**config.mk**
```make
export PLATFORM = sky130hd
export DESIGN_NAME = mux_n_1_reg
export DESIGN_NICKNAME = d
export VERILOG_FILES = /design/src/rtl/mux_pkg.sv /design/src/rtl/mux_n_1.sv /design/src/rtl/mux_n_1_reg.sv
export SDC_FILE = /design/constraint.sdc
export NUM_CORES = 1
export LEC_CHECK = 0
export CAP_MARGIN = 20
export CELL_PAD_IN_SITES_DETAIL_PLACEMENT = 1
export CELL_PAD_IN_SITES_GLOBAL_PLACEMENT = 1
export CORE_ASPECT_RATIO = 1.25
export CORE_UTILIZATION = 28
export DETAILED_ROUTE_END_ITERATION = 10
export PLACE_DENSITY = 0.85
export SYNTH_ARGS = -nofsm -noshare
export SYNTH_HDL_FRONTEND = slang
export SYNTH_SLANG_ARGS = --single-unit
```
**constraint.sdc**
```tcl
create_clock -name clk -period 2.4 [get_ports clk]
set_input_delay 0.24 -clock clk [delete_from_list [all_inputs] [get_ports clk]]
set_output_delay 0.24 -clock clk [all_outputs]
set_load 0.005 [all_outputs]
```
**src/rtl/mux_pkg.sv**
```systemverilog
// ----------------------------------------------------------------------------
// Module  : mux_pkg
// Purpose : Shared types and constants for the registered N:1 selector.
// Revision: 1.0 - initial release
// ----------------------------------------------------------------------------
`default_nettype none

package mux_pkg;

  typedef enum logic [0:0] {
    ST_EMPTY = 1'b0,
    ST_FULL  = 1'b1
  } state_t;

  localparam int              ERR_CNT_W   = 8;
  localparam logic [7:0]      ERR_CNT_MAX = 8'hFF;

endpackage

`default_nettype wire

```
**src/rtl/mux_n_1.sv**
```systemverilog
// ----------------------------------------------------------------------------
// Module  : mux_n_1
// Purpose : Combinational N:1 select over a flattened input bus with range flag.
// Revision: 1.0 - initial release
// ----------------------------------------------------------------------------
`default_nettype none

module mux_n_1 #(
  parameter  int WIDTH = 32,
  parameter  int N     = 3,
  localparam int SELW  = $clog2(N)
) (
  input  logic [N*WIDTH-1:0] d,
  input  logic [SELW-1:0]    sel,
  output logic [WIDTH-1:0]   y,
  output logic               in_range
);

  // One extra bit so N itself is representable when N is a power of two.
  localparam logic [SELW:0] C_N = (SELW + 1)'(N);

  assign in_range = ({1'b0, sel} < C_N);

  // Explicit decode keeps out-of-range codes from reading past the bus.
  always_comb begin
    y = '0;
    for (int i = 0; i < N; i++) begin
      if (sel == SELW'(i)) begin
        y = d[i*WIDTH +: WIDTH];
      end
    end
  end

endmodule

`default_nettype wire

```
**src/rtl/mux_n_1_reg.sv**
```systemverilog
// ----------------------------------------------------------------------------
// Module  : mux_n_1_reg
// Purpose : Handshaked, registered N:1 operand selector with error counting.
// Revision: 1.0 - initial release
// ----------------------------------------------------------------------------
`default_nettype none

module mux_n_1_reg
  import mux_pkg::*;
#(
  parameter  int WIDTH = 32,
  parameter  int N     = 3,
  localparam int SELW  = $clog2(N)
) (
  input  logic                 clk,
  input  logic                 rst_n,
  input  logic [N*WIDTH-1:0]   d,
  input  logic [SELW-1:0]      sel,
  input  logic                 sel_valid,
  output logic                 sel_ready,
  output logic [WIDTH-1:0]     y,
  output logic [SELW-1:0]      y_sel,
  output logic                 y_valid,
  input  logic                 out_ready,
  output logic                 sel_err,
  output logic [ERR_CNT_W-1:0] err_cnt,
  input  logic                 err_clr
);

  state_t               r_state;
  state_t               w_state_nxt;
  logic [WIDTH-1:0]     r_y;
  logic [SELW-1:0]      r_y_sel;
  logic                 r_sel_err;
  logic [ERR_CNT_W-1:0] r_err_cnt;

  logic [WIDTH-1:0]     w_mux_y;
  logic                 w_in_range;
  logic                 w_accept;
  logic                 w_load;
  logic                 w_bad;

  mux_n_1 #(
    .WIDTH (WIDTH),
    .N     (N)
  ) u_mux (
    .d        (d),
    .sel      (sel),
    .y        (w_mux_y),
    .in_range (w_in_range)
  );

  assign sel_ready = (r_state == ST_EMPTY) || out_ready;
  assign w_accept  = sel_valid && sel_ready;
  assign w_load    = w_accept && w_in_range;
  assign w_bad     = w_accept && !w_in_range;

  always_comb begin
    w_state_nxt = r_state;
    if (w_load) begin
      w_state_nxt = ST_FULL;
    end else if (w_bad) begin
      w_state_nxt = ((r_state == ST_EMPTY) || out_ready) ? ST_EMPTY : ST_FULL;
    end else if ((r_state == ST_FULL) && out_ready) begin
      w_state_nxt = ST_EMPTY;
    end
  end

  always_ff @(posedge clk) begin
    if (!rst_n) begin
      r_state   <= ST_EMPTY;
      r_y       <= '0;
      r_y_sel   <= '0;
      r_sel_err <= 1'b0;
      r_err_cnt <= '0;
    end else begin
      r_state   <= w_state_nxt;
      r_sel_err <= w_bad;
      if (w_load) begin
        r_y     <= w_mux_y;
        r_y_sel <= sel;
      end
      // A clear coinciding with an error leaves that error counted.
      if (err_clr) begin
        r_err_cnt <= w_bad ? ERR_CNT_W'(1) : '0;
      end else if (w_bad && (r_err_cnt != ERR_CNT_MAX)) begin
        r_err_cnt <= r_err_cnt + ERR_CNT_W'(1);
      end
    end
  end

  assign y       = r_y;
  assign y_sel   = r_y_sel;
  assign y_valid = (r_state == ST_FULL);
  assign sel_err = r_sel_err;
  assign err_cnt = r_err_cnt;

endmodule

`default_nettype wire

```
==> flow_summary.ini <==
[worst_setup_path]
timing.rr.end = err_cnt[0]$_SDFFE_PN0P_
crit_family = buffers and inverters
critPathKind = in2reg
cp_max_fo = 58
rr_worst_depth = 5
crit_arrival_ns = 1.85
crit_required_ns = 2.59
startpoint_type = input pin
end_kind = flop
r2r-start = err_cnt[0]$_SDFFE_PN0P_
cpPeakStageDelay_ns = 0.55
slowest_stage = clkdlybuf4s50_1
crit_buf_inv = 2
reg2reg_slack_ns = 0.86
cp_cell_sequence = clkdlybuf4s50_1 -> nand2_1 -> and3_2 -> buf_12 -> o211ai_1 -> o211a_1

[routing]
first_iter_violations = 80
drc = 7
ant_nets = 0
num_vias = 2506
wl_per_cell_um = 16.8
wl_um = 8160
firstDrtPassIters = 7
viasPerCell = 5.16

[cts]
cts_buffer_depth = 2
cts_buffers = 5
cts_hold_buf = 0
cts_root_buf = clkbuf_8
clkTransAtPathRegs_ns = 0.09
post_cts_resize_count = 0
cts_tree = yes
clock-sinks = 44
htree_num_levels = 2
clk_latency_ns = 0.29
cts_setup_buffers = 0

[yosys]
ys_seq_area_frac = 0.372
syn-num-nets = 352
netlist_instances = 248
synth_top_area_frac = 0.372
syn_avg_cell_area_um2 = 9.56
synth.area.top_cells = dfxtp_1, mux2i_1, o211a_1
synthFlopType = dfxtp_1
synth_edf_count = 0
synthArstFlopShare = 0
synth_most_common_cell = dfxtp_1
synthTopCellsByCount = dfxtp_1, nand2_1, mux2i_1, o211a_1, o211ai_1
synth.distinct_cells = 39
synth_seq_cells = 44
synth_top_cell_by_area = dfxtp_1
syn_area_mm2 = 0.00237
ys_warn_count = 0

[cells_and_area]
drive_gt1_frac = 0.0591
layout.nets = 492
num_antenna_cells = 0
area_growth_pct = 69.9

[min_path]
hold_start = sel[1]
min_to = err_cnt[2]$_SDFFE_PN0P_
hold_depth = 3
hp-class = in2reg

[run_status]
status = complete, but fails checks
violations = DRC

[global_routing]
track_usage = 0.188
grt_overflow_total = 0
grt_start_max_net_pins = 59
antenna_found_initial = 0
grt_pass1_vias = 2685
grt_pass1_wl_um = 13300

[sta]
fin_crit_ns = 1.66
final-setup-viol-count = 0
finalWorstSetupSlack_ns = 0.736
finalSetupTns_ns = 0
finalClockSkew_ns = 0.00969
fmax_mhz = 601
tightest_slew_ns = 0.484
period_share = 0.693
slew_headroom = 0.676
slew_violations = 0
rsz0062_at_grt = false
hold_violations = 0

[flow_run]
max_cap_viol_count = 0

[placed_design]
gp_congestion = 0.774
port_buffers = 147
place_ws_ns = 0.423
hpwl_um = 6340

[pwr]
powerDensity_mw_per_mm2 = 466
p_leak_nw = 1.76
design_power_total_w = 0.00188
vdd_drop_max_mv = 0.207

[floorplan]
fp.dieW_um = 84.3
initial_utilization = 0.288
core_area_mm2 = 0.00824
dieArea_mm2 = 0.00884
die_h_um = 105
num_rows = 37
ioPinCount = 148
placed cells by master (no fill, tap or decap), drive strengths merged, types with 3 or more instances in the layout:
cell type      Yosys  layout
nand3              3       3
buf               18      10
o211a             32      32
nand2             37      37
o211ai            32      32
mux2i             32      32
nor2               5       5
clkbuf             5       6
nor2b              5       5
dfxtp             44      44
a21oi              6       6
clkdlybuf4s50      0     146
state kept, by name, summed over array words and instances (netlist names):
signal and cells:
y 32, err_cnt 8, sel_err 1, y_sel 2, y_valid 1
worst min-delay path, cell delays in order:
cell and delay (ns):
buf_2 0.20, nand4_4 0.18, o41ai_1 0.09
final cells by class:
| cell class | count | area [µm²] |
|---|---|---|
| fillers | 944 | 4210 |
| repair buffers | 156 | 1550 |
| multi-input cells | 179 | 1360 |
| flip-flops and latches | 44 | 881 |
| well taps | 97 | 121 |
| clock buffers | 6 | 72.6 |
| clock inverters | 2 | 35.0 |
| inverters | 2 | 12.5 |
metal layers:
layer / global-route usage / wire [µm]
met5: 0 / 0
met4: 0.0517 / 160
met3: 0.0506 / 540
met2: 0.364 / 4400
met1: 0.196 / 3060
cell families after synthesis:
group	share of synthesized area
adders and majority gates	0.00528
AOI/OAI and AO/OA	0.296
DFF	0.372
muxes	0.135
and+or+nand+nor	0.136
buffers and inverters	0.0570
power breakdown:
group / switching (W) / leakage [nW] / total [W] / internal, W
Clock: 0.000260 / 0.0552 / 0.000570 / 0.000310
Combinational: 0.000179 / 1.34 / 0.000499 / 0.000320
Sequential: 0.0000273 / 0.362 / 0.000806 / 0.000779
how the worst max path moves through the flow:
| stage | from | to | slack (ns) | cells past startpoint |
|---|---|---|---|---|
| detailed placement | sel[0] | y[3]$_SDFFE_PN0P_ | 0.42 | 6 |
| global route | sel[0] | y[19]$_SDFFE_PN0P_ | 0.59 | 6 |
| floorplan | y_valid$_SDFFE_PN0P_ | y[22]$_SDFFE_PN0P_ | 1.00 | 6 |
| CTS | sel[0] | y[3]$_SDFFE_PN0P_ | 0.73 | 6 |
| finish | sel[0] | y[3]$_SDFFE_PN0P_ | 0.74 | 6 |
| global placement | sel[0] | y[10]$_SDFFE_PN0P_ | 0.52 | 6 |
stage by stage:
stage,area [µm²],util,hold slack (ns),std cells
floorplan,2370,-,0.384,248
global placement,3920,0.476,0.479,478
detailed placement,3920,0.476,0.489,478
CTS,4030,0.489,0.471,486
global route,4030,0.489,0.482,486
finish,4030,0.489,0.466,486
(Power assumes the default switching activity.)
